===== src/rtl/mips_pkg.sv =====
// Shared MIPS definitions: register-bank geometry and the debug dump FSM encoding.
package mips_pkg;

  localparam int unsigned MIPS_NREGS = 32;
  localparam int unsigned MIPS_AW    = 5;
  localparam int unsigned MIPS_DW    = 32;

  typedef enum logic [1:0] {
    IDLE,
    READ,
    SEND,
    DONE
  } dump_state_t;

endpackage


===== src/rtl/reg_dump.sv =====
// Walks every register through the bank's spare read port and streams (index, data) words
// over a valid/ready handshake, holding off register writes while the walk is in progress.
module reg_dump
  import mips_pkg::*;
#(
  parameter int unsigned NREGS = MIPS_NREGS,
  parameter int unsigned AW    = MIPS_AW,
  parameter int unsigned DW    = MIPS_DW
) (
  input  logic          clk,
  input  logic          rst,
  input  logic          start,
  output logic [AW-1:0] ra,
  input  logic [DW-1:0] rd,
  output logic          out_valid,
  input  logic          out_ready,
  output logic [DW-1:0] out_data,
  output logic [AW-1:0] out_idx,
  output logic          busy,
  output logic          hold_wr,
  output logic          done
);

  localparam logic [AW-1:0] LAST_IDX = AW'(NREGS - 1);

  dump_state_t   state;
  logic [AW-1:0] idx;

  assign busy    = (state != IDLE);
  assign hold_wr = busy;

  always_ff @(posedge clk or posedge rst) begin
    if (rst) begin
      state     <= IDLE;
      idx       <= '0;
      ra        <= '0;
      out_data  <= '0;
      out_idx   <= '0;
      out_valid <= 1'b0;
      done      <= 1'b0;
    end else begin
      unique case (state)
        IDLE: begin
          if (start) begin
            idx   <= '0;
            ra    <= '0;
            state <= READ;
          end
        end
        READ: begin
          // The bank read is combinational, so rd already reflects ra this cycle.
          out_data  <= rd;
          out_idx   <= idx;
          out_valid <= 1'b1;
          state     <= SEND;
        end
        SEND: begin
          if (out_valid && out_ready) begin
            out_valid <= 1'b0;
            if (idx == LAST_IDX) begin
              done  <= 1'b1;
              state <= DONE;
            end else begin
              idx   <= idx + 1'b1;
              ra    <= idx + 1'b1;
              state <= READ;
            end
          end
        end
        DONE: begin
          done  <= 1'b0;
          state <= IDLE;
        end
        default: state <= IDLE;
      endcase
    end
  end

endmodule


===== config.mk =====
export PLATFORM = sky130hd
export DESIGN_NAME = reg_dump
export DESIGN_NICKNAME = d
export VERILOG_FILES = /design/src/rtl/mips_pkg.sv /design/src/rtl/reg_dump.sv
export SDC_FILE = /design/constraint.sdc
export NUM_CORES = 1
export LEC_CHECK = 0
export ABC_AREA = 1
export ABC_CLOCK_PERIOD_IN_PS = 2380
export BUFFER_PORTS_ARGS = -buffer_cell sky130_fd_sc_hd__buf_4
export CORE_MARGIN = 2
export CORE_UTILIZATION = 30
export CTS_CLUSTER_DIAMETER = 40
export DETAILED_ROUTE_END_ITERATION = 16
export PLACE_DENSITY = 0.52
export SYNTH_ARGS = -nofsm -noshare
export SYNTH_HDL_FRONTEND = slang
export SYNTH_SLANG_ARGS = --single-unit
export TNS_END_PERCENT = 1

===== constraint.sdc =====
create_clock -name clk -period 2.38 [get_ports clk]
set_clock_uncertainty 0.2 [all_clocks]
set_input_delay 0.238 -clock clk [delete_from_list [all_inputs] [get_ports clk]]
set_output_delay 0.238 -clock clk [all_outputs]
set_load 0.01 [all_outputs]

# ---- Yosys cells after proc, flatten, opt, wreduce, memory -nomap -nowiden
# Cells that the tools add are included.
dict set report totals {
  regBits 46
  latchBits 0
  ram_bits 0
  mem_bits_ro 0
  output_inout_bits 46
  elab_cells 38
  n_memories 0
}
dict set report classes {
  add_sub_neg 1
  multipliers 0
  div_mod_pow 0
  order_cmp 0
  eq_ne 8
  shift 0
  n_mux 13
  n_bitwise 0
  reduce_logical 10
}
# cell count
set op_table {}
lappend op_table {{two-way mux 5 bit} 3}
lappend op_table {{case mux 5 bit (2 select lines)} 1}
lappend op_table {{inequality test 2 bit (second input constant)} 4}
lappend op_table {{case mux 2 bit (4 select lines)} 1}
lappend op_table {{nonzero test 2 bit} 4}
lappend op_table {{two-way mux 2 bit} 3}
lappend op_table {{adder 5 x 1 -> 5 bit (second input constant)} 1}
lappend op_table {{equality test 5 bit (second input constant)} 1}
lappend op_table {{equality test 2 bit (second input constant)} 2}
lappend op_table {{case mux 1 bit (2 select lines)} 2}
lappend op_table {{AND reduction 2 bit} 2}
lappend op_table {{AND reduction 4 bit} 1}
lappend op_table {{two-way mux 1 bit} 3}
lappend op_table {{AND reduction 3 bit} 1}
lappend op_table {{equality test 2 x 1 -> 1 bit (second input constant)} 1}
lappend op_table {{logical NOT 2 bit} 1}
lappend op_table {{logical AND 1 bit} 1}

# ---- Logic depth before layout (Yosys ltp)
# Gate-level depths: netlist of run 1.
dict set report logic_depth {
  depth_word 4
  depth_mapped 8
  ltp_nobuf 8
}

# ---- Least setup slack after synthesis of run 1
# No wires, ideal clock.
dict set report synth_path {
  path_type {register -> register}
  from {register idx[0]}
  to {register idx[3]}
  setup_time_ps 128
  t_arrival_ps 1422
  required_ps 2052
  setup_slack_ps 630
  path_stages_with_launch 9
  n_path_buf 0
  path_cell_list {dfrtp_1 -> ha_1 -> nand2_1 -> nor2_1 -> ha_1 -> a21oi_1 -> nand3_2 -> nand2_1 -> o21ai_0}
}
dict set report synth_between {
  elab_chain_len 4
}
# element line_no
set synth_rtl {}
lappend synth_rtl {{start, declared} reg_dump.sv:27} ;# logic [AW-1:0] idx;
lappend synth_rtl {{start signal, assigned} reg_dump.sv:64} ;# idx <= idx + 1'b1;
lappend synth_rtl {{adder 5 x 1 -> 5 bit} reg_dump.sv:64}
lappend synth_rtl {{two-way mux 5 bit} reg_dump.sv:60} ;# if (idx == LAST_IDX) begin
lappend synth_rtl {{two-way mux 5 bit} reg_dump.sv:58} ;# if (out_valid && out_ready) begin
lappend synth_rtl {{case mux 5 bit (2 select lines)} reg_dump.sv:42} ;# unique case (state)
# Parallel ways exist; a longest one is shown, timed or not. The select of a mux whose other input is x is not followed.
# A chain may end at the register's enable or synchronous reset.

# ---- Worst setup path in the final report of run 1
dict set report layout_path {
  from {register idx[0]}
  to {register idx[0]}
}
# The elaborated chain is that of the path after synthesis.

==> key figures, run 1 <==
Logic synthesis
  • Synth Net Count: roughly 180
  • Post-synth ARST share: 100%
  • Synth top area share: between 60% and 70%
  • Synth top area cells: dfrtp_1 (63%), mux2_2 (20%), nand2_1 (4.1%)
  • Sequential area share after synthesis: roughly 63%
  • Cell taking the most area after synthesis: dfrtp_1
  • Post-synth top cells: dfrtp_1 (46), mux2_2 (32), nand2_1 (20)
  • Syn avg cell area: roughly 13 µm²
  • Ys flop type: dfrtp_1
  • Syn. warnings: 0
  • Most common cell in the netlist: dfrtp_1
  • Register bit total from synthesis: 46
  • Number of library cell types mapped by synthesis: 17
  • Mapped cell area: roughly 1800 µm²
  • Post-synth EDFFs: 0
  • Synthesized instance count: between 100 and 150

GRT
  • Largest net degree at the start of global routing: 28
  • M3 GR Usage: about 4.6%
  • Tot GR Track Use: between 10% and 20%
  • Met2 GRT Util: 23.0%
  • Initial antenna violation count: 0
  • Number of global-route vias before repair: roughly 1,500
  • Layer with the highest usage: met2
  • GR Overflow Total: 0
  • First-pass GRT wire length: a little under 7000 µm
  • M1 GR Usage: 16.2%

Die
  • I/O pin total: between 80 and 90
  • # rows: 28
  • Die Y: ~82 µm
  • Initial Util: a little under a third
  • Die Area: a little under 7000 µm²
  • Die width: slightly above 80 µm
  • Core Box Area: 5920 µm²

Job
  • Max Cap Violations: 0

Power
  • Pwr dens: 1130 nW/µm²
  • Overall Power: between 3 and 4 mW
  • Peak supply drop: 0.000488 V
  • Total leakage power: around 1.4 nW

Min path
  • HP Class: input pin to flop
  • Hold-critical path depth: 5

Worst setup path
  • Slowest CP cell: dfrtp_1
  • R2R setup slack: ~0.55 ns
  • Critical Path Sink Type: flop
  • Critical setup path kind: flop to flop
  • Critical-path cell list: ha_1 > nand2_1 > nor2_1 > ha_1 > a21oi_1 > nand3_2 > nand2_1 > o21ai_0
  • Req. time, crit path: 2.36 ns
  • R2R cell count: 8
  • Worst Path Max Fanout: 10
  • Crit path buffers/inverters: 0
  • Max incr delay on CP: between 0.4 and 0.5 ns
  • Arrival @ worst endpoint: around 1.8 ns
  • Critical path depth: 8
  • Worst path top cell family by delay: flip-flops
  • CP startpoint kind: flop

STA
  • Worst setup margin: ~0.55 ns
  • Setup-failing EPs final: 0
  • Minimum clock period: 1.83 ns
  • Slew HR: about 73%
  • Final hold violations: 0
  • TNS Setup: 0 ns
  • Fmax: roughly 0.55 GHz
  • RSZ-0062 raised after global routing: false
  • Least-Margin Pin Slew: slightly above 0.4 ns
  • Final slew viol count: 0
  • Final worst hold slack: between 0.1 and 0.15 ns
  • Crit share post-route: between 70% and 80%

CTS
  • Max Buffers Root-to-Sink: 2
  • CTS tree: done
  • Skew-Pair Late Insertion Delay: a little under 0.3 ns
  • Root Driver: clkbuf_8
  • Clock-pin slew on the worst setup and hold paths: about 0.08 ns
  • H-tree level count: 2
  • Post-CTS sizing: 0
  • CTS Buf Count: 5
  • CTS sink cnt: 46

Route
  • Final WL: between 4000 and 5000 µm
  • WL/cell: between 10 and 15 µm
  • ANT nets after route: 0
  • Drt via density: around 4.2
  • 1st-iter DRT viols: 31
  • # DRC: 0
  • Vias: between 1,000 and 1,500
  • Drt pass-1 iters: 5

Finish
  • Ant diodes: 0
  • Final net count: around 300
  • Fraction of final layout cells with drive strength greater than 1: around half
  • Final Util: 50.0%
  • Filler cells: approximately 550
  • Area delta synth->final: 62.0%

Placed design
  • IO Port Bufs: between 80 and 90
  • GPL Wtd Cong: 0.778
  • DP Worst Slack: 0.521 ns
  • Final HPWL DP: ~2900 µm

Outcome
  • Status: finished, final reports clean
tightest hold or removal path: stages:
cell and delay (ns):
buf_4 0.11, nand2_1 0.07, nor3_1 0.06, nand2_1 0.05, nand2_1 0.04
path summary, 6_finish.rpt:
| check | from | endpoint |
|---|---|---|
| setup / recovery | idx[0]$_DFFE_PP0P_ | idx[0]$_DFFE_PP0P_ |
| hold / removal | out_ready | done$_DFFE_PP0P_ |
| setup reg to reg | idx[0]$_DFFE_PP0P_ | idx[0]$_DFFE_PP0P_ |
| hold reg to reg | out_data[11]$_DFFE_PP0P_ | out_data[11]$_DFFE_PP0P_ |
| max in group asynchronous | rst | out_data[14]$_DFFE_PP0P_ |
| min in group asynchronous | rst | out_data[0]$_DFFE_PP0P_ |
final cells by class:
class | count | area [µm²] | share of cell area, %
Multi-Input combinational cell | 81 | 629 | 21.3
Sequential cell | 46 | 1150 | 38.9
Timing Repair Buffer | 117 | 973 | 32.9
Inverter | 6 | 22.5 | 0.760
Clock inverter | 1 | 5.00 | 0.169
Tap cell | 75 | 93.8 | 3.17
Clock buffer | 7 | 86.3 | 2.92
state kept, by name, indices dropped and copies added (netlist names):
| register | count |
|---|---|
| out_idx | 5 |
| out_data | 32 |
| idx | 5 |
| done | 1 |
| state | 2 |
| out_valid | 1 |
through the flow:
stage	instances	area, µm²
floorplan	138	1830
global placement	292	2540
detailed placement	292	2540
CTS	333	2960
global route	333	2960
finish	333	2960
cells in the final DEF (no fill, tap or decap):
cell	synthesis	layout
dfrtp_1	46	46
buf_4	1	83
buf_12	0	1
nor2_1	3	3
ha_1	3	3
or2_2	1	1
nand2_2	0	1
inv_2	0	1
dlygate4sd3_1	0	33
inv_1	6	5
nor3_1	1	1
mux2_2	32	32
nand2_1	20	19
a21oi_1	2	2
clkinv_2	0	1
mux2_1	3	3
o21ai_0	8	8
clkbuf_8	0	6
nand3_1	5	5
nand4_1	1	1
nand3_2	1	1
clkbuf_1	0	1
nor2_2	1	1
logic make-up (layout without fill, tap and decap cells):
| group | after synthesis | count (layout) | synth area share, % |
|---|---|---|---|
| AO/OA/AOI/OAI | 10 | 10 | 2.74 |
| adder cells (fa/ha/maj) | 3 | 3 | 2.05 |
| buffers and inverters | 11 | 131 | 2.74 |
| flip-flops | 46 | 46 | 63.0 |
| multiplexers | 35 | 35 | 21.6 |
| AND/OR/NAND/NOR | 33 | 33 | 7.94 |
layer usage:
metal,vias to the layer above,routed length (µm)
met2,57,1960
met4,0,34
met5,-,0
met3,6,376
met1,651,1950
li1,701,-
where the power goes:
group          switching, mW  internal [mW]
registers              0.189           1.12
logic                  0.662          0.885
clock network          0.249          0.235
what timing repair did:
| item | in CTS | in global routing |
|---|---|---|
| endpoints found under the hold margin | 50 | 0 |
| hold buffers | 33 | 0 |
| setup buffers | 0 | 0 |
Power figures use the tool's default switching activity.
==> inputs of run 2 (changes only) <==
--- a/config.mk
+++ b/config.mk
@@ -5,8 +5,8 @@
 export SDC_FILE = /design/constraint.sdc
 export NUM_CORES = 1
 export LEC_CHECK = 0
-export ABC_AREA = 1
-export ABC_CLOCK_PERIOD_IN_PS = 2380
+export ABC_AREA = 0
+export ABC_CLOCK_PERIOD_IN_PS = 1900
 export BUFFER_PORTS_ARGS = -buffer_cell sky130_fd_sc_hd__buf_4
 export CORE_MARGIN = 2
 export CORE_UTILIZATION = 30
==> constraint.sdc (replaced) <==
create_clock -name clk -period 1.9 [get_ports clk]
set_clock_uncertainty 0.2 [all_clocks]
set_input_delay 0.19 -clock clk [delete_from_list [all_inputs] [get_ports clk]]
set_output_delay 0.19 -clock clk [all_outputs]
set_load 0.01 [all_outputs]
==> run 2 against run 1 <==
- register-to-register slack lost 0.51 ns
- synthesized cell count shrank 3.6%
- die area grew 4.2%
- non-clock buffer count grew 10
- power grew 33%
- flip-flop and latch count is the same
- cell area grew 7.3%
- sequential share of layout area shrank 2.6 points
- fmax shrank 1.8%
- clock power grew 50%
- clock-buffer cell count shrank 2
- critical endpoint unchanged
==> key figures, run 2 <==
Outcome
  • Status: finished, final reports clean

Finish
  • Filler cells: 557 (+0.72%)
  • Most common cell after layout, fill and taps aside: buf_4
  • Fraction of final layout cells with drive strength greater than 1: 56.9% (+7.3 points)
  • Biggest regs: out_data: 32 flops, idx: 5 flops, out_idx: 5 flops
  • Ant diodes: 0 (unchanged)
  • Final net count: 298 (+0.68%)
  • Multi-input logic area: 729 µm² (+16%)
  • Area delta synth->final: 66.4%
  • Max FFs per register: 32 (unchanged)
  • Commonest non-fill, non-tap cells in the layout: buf_4 (90), dfrtp_1 (44), mux2_2 (37)
  • Register area: 1150 µm² (+0.22%)
  • Biggest register: out_data

CTS
  • Max Buffers Root-to-Sink: 2 (unchanged)
  • Clock-pin slew on the worst setup and hold paths: 0.09 ns (about the same)
  • CTS sink cnt: 46 (unchanged)
  • Root Driver: clkbuf_8
  • CTS tree: done
  • H-tree level count: 2 (unchanged)
  • Skew-Pair Late Insertion Delay: 0.29 ns (about the same)
  • CTS Buf Count: 5 (unchanged)

Logic synthesis
  • Ys flop type: dfrtp_1
  • Fraction of the mapped netlist area in simple logic gates: 9.24% (+1.3 points)
  • Register bit total from synthesis: 46 (unchanged)
  • Area fraction in compound gates after synthesis: 3.15% (+0.41 points)
  • Mapped cell area: 1910 µm² (+4.4%)
  • Synth top area cells: dfrtp_1 (60%), mux2_2 (22%), nand3_1 (2.6%)
  • Number of library cell types mapped by synthesis: 24 (+7)
  • Post-synth EDFFs: 0 (unchanged)
  • Synth top area share: 60.3% (-2.7 points)
  • Post-synth top cells: dfrtp_1 (46), mux2_2 (37), nand3_1 (10)
  • Syn avg cell area: 14.4 µm² (+8.4%)
  • Sequential area share after synthesis: 60.3% (-2.7 points)
  • Post-synth ARST share: 100% (unchanged)
  • Adder-cell area share of the yosys netlist: 1.97% (-0.087 points)
  • Cell taking the most area after synthesis: dfrtp_1
  • Syn. warnings: 0 (unchanged)
  • Synth Net Count: 172 (-2.8%)
  • Main combinational cell family by area after synthesis: multiplexers
  • Synthesized instance count: 133 (-3.6%)
  • Most common cell in the netlist: dfrtp_1
  • XOR/XNOR share of the synthesized area: 0% (unchanged)
  • Mux cell area share after synthesis: 21.8% (+0.26 points)

Placed design
  • Final HPWL DP: 3010 µm (+5.0%)
  • GPL Wtd Cong: 0.731 (-6.1%)
  • IO Port Bufs: 81 (unchanged)

GRT
  • Initial antenna violation count: 0 (unchanged)
  • Largest net degree at the start of global routing: 47 (+68%)
  • Tot GR Track Use: 13.4% (-0.046 points)
  • Number of global-route vias before repair: 1,561 (+3.8%)
  • First-pass GRT wire length: 7600 µm (+12%)
  • GR Overflow Total: 0 (unchanged)

STA
  • RSZ-0062 raised after global routing: true
  • Least-Margin Pin Slew: 0.436 ns (+0.0311 ns)
  • Slew HR: 70.9% (-2.1 points)
  • Minimum clock period: 1.87 ns (+0.0340 ns)
  • Fmax: 0.536 GHz (-1.8%)
  • Final hold violations: 0 (unchanged)
  • Final worst hold slack: 0.0183 ns (-0.0855 ns)
  • Final slew viol count: 0 (unchanged)
  • Setup-failing EPs final: 0 (unchanged)
  • Crit share post-route: 98.2% (+21 points)

Power
  • Overall Power: 4.43 mW (+33%)
  • Peak supply drop: 0.000643 V (+32%)
  • Total leakage power: 1.50 nW (+3.9%)
  • Pwr dens: 1390 nW/µm² (+24%)

Worst setup path
  • Slowest CP cell: or4b_1
  • Critical setup path kind: flop to flop
  • Critical Path Sink Type: flop
  • Critical-path cell list: ha_4 > and3_4 > ha_4 > nand3b_4 > or4b_1 > nand3_1
  • CP startpoint kind: flop
  • Worst Path Max Fanout: 4 (-6)
  • Arrival @ worst endpoint: 1.89 ns (+0.08 ns)
  • Crit path buffers/inverters: 0 (unchanged)
  • Most frequent cell on the critical path: ha_4
  • Worst path top cell family by delay: simple AND/OR/NAND/NOR gates
  • Req. time, crit path: 1.93 ns (-0.43 ns)
  • Max incr delay on CP: 0.47 ns (+0.03 ns)

Route
  • Final WL: 4570 µm (+5.8%)
  • ANT nets after route: 0 (unchanged)
  • Vias: 1,514 (+7.0%)
  • 1st-iter DRT viols: 75 (+140%)
  • # DRC: 0 (unchanged)
  • WL/cell: 13.6 µm (+4.6%)
  • Drt via density: 4.49 (+5.7%)
  • Drt pass-1 iters: 4 (-1)

Die
  • Initial Util: 30.6% (-0.28 points)
  • # rows: 29 (+3.6%)
  • Die Area: 7020 µm² (+4.2%)
  • Die Y: 83.8 µm (+2.1%)
  • Core Box Area: 6240 µm² (+5.4%)
  • Die width: 83.8 µm (+2.1%)
  • I/O pin total: 82 (unchanged)

Job
  • Max Cap Violations: 0 (unchanged)

Min path
  • HP Class: input pin to flop
## run 2: final timing paths
path / from / slack, ns / depth (start not counted) / end
min: out_ready / 0.02 / 3 / state[0]$_DFFE_PP0P_
max in group asynchronous: rst / 1.00 / 4 / idx[0]$_DFFE_PP0P_
min in group asynchronous: rst / 0.28 / 4 / out_data[25]$_DFFE_PP0P_
max reg2reg: idx[0]$_DFFE_PP0P_ / 0.03 / 6 / idx[0]$_DFFE_PP0P_
max: idx[0]$_DFFE_PP0P_ / 0.03 / 6 / idx[0]$_DFFE_PP0P_
min reg2reg: out_data[7]$_DFFE_PP0P_ / 0.31 / 1 / out_data[7]$_DFFE_PP0P_
## run 2: worst register-to-register path, delay by kind of cell, from the launching register on
kind / cells / cell delay, ns
DFF: 1 / 0.43
and+or+nand+nor: 4 / 0.86
adders and majority gates: 2 / 0.32
## run 2: where the power goes
part / internal [mW] / total, mW / switching, mW
clock network: 0.391 / 0.726 / 0.335
logic: 1.23 / 2.04 / 0.811
registers: 1.40 / 1.67 / 0.266
total: 3.02 / 4.43 / 1.41
## run 2: final cells by class
class | count | area share, %
inverter | 2 | 0.236
clock buffer | 5 | 2.17
timing repair buffer | 127 | 33.9
tap | 77 | 3.03
clock inverter | 3 | 1.42
sequential | 46 | 36.3
multi-input combinational | 77 | 23.0
## run 2: timing repair
| action | 4_1_cts | 5_1_grt |
|---|---|---|
| setup buffers | 2 | 0 |
| hold buffers | 34 | 0 |
| setup endpoints to repair | 1 | 1 |
| gates resized for setup | 2 | 0 |
| endpoints found under the hold margin | 79 | 0 |
| pin swaps | 3 | 1 |
## run 2: metrics by stage
stage	utilization, %	worst slack [ns]	area [µm²]	cells	TNS (ns)
2_1_floorplan	-	-0.0395	1930	133	-0.0395
3_3_place_gp	43.1	-0.0177	2690	293	-0.0177
3_5_place_dp	43.1	-0.0373	2690	293	-0.0373
4_1_cts	50.9	-0.0240	3180	337	-0.0240
5_1_grt	50.9	-0.0263	3180	337	-0.0263
6_report	50.9	0.0336	3180	337	0
## run 2: metal layers
metal / global-route usage (%) / vias to the layer above / wire [µm]
li1: - / 728 / -
met1: 16.2 / 740 / 1860
met2: 23.7 / 44 / 2440
met3: 3.56 / 2 / 251
met4: 3.08 / 0 / 14
met5: 0 / - / 0
## run 2: cell families (layout without fill, tap and decap cells)
| family | count (synthesis) | in the layout |
|---|---|---|
| buf+inv | 10 | 137 |
| flops | 46 | 46 |
| fa+ha+maj | 3 | 3 |
| compound gates | 9 | 9 |
| mux | 37 | 37 |
| simple gates | 28 | 28 |
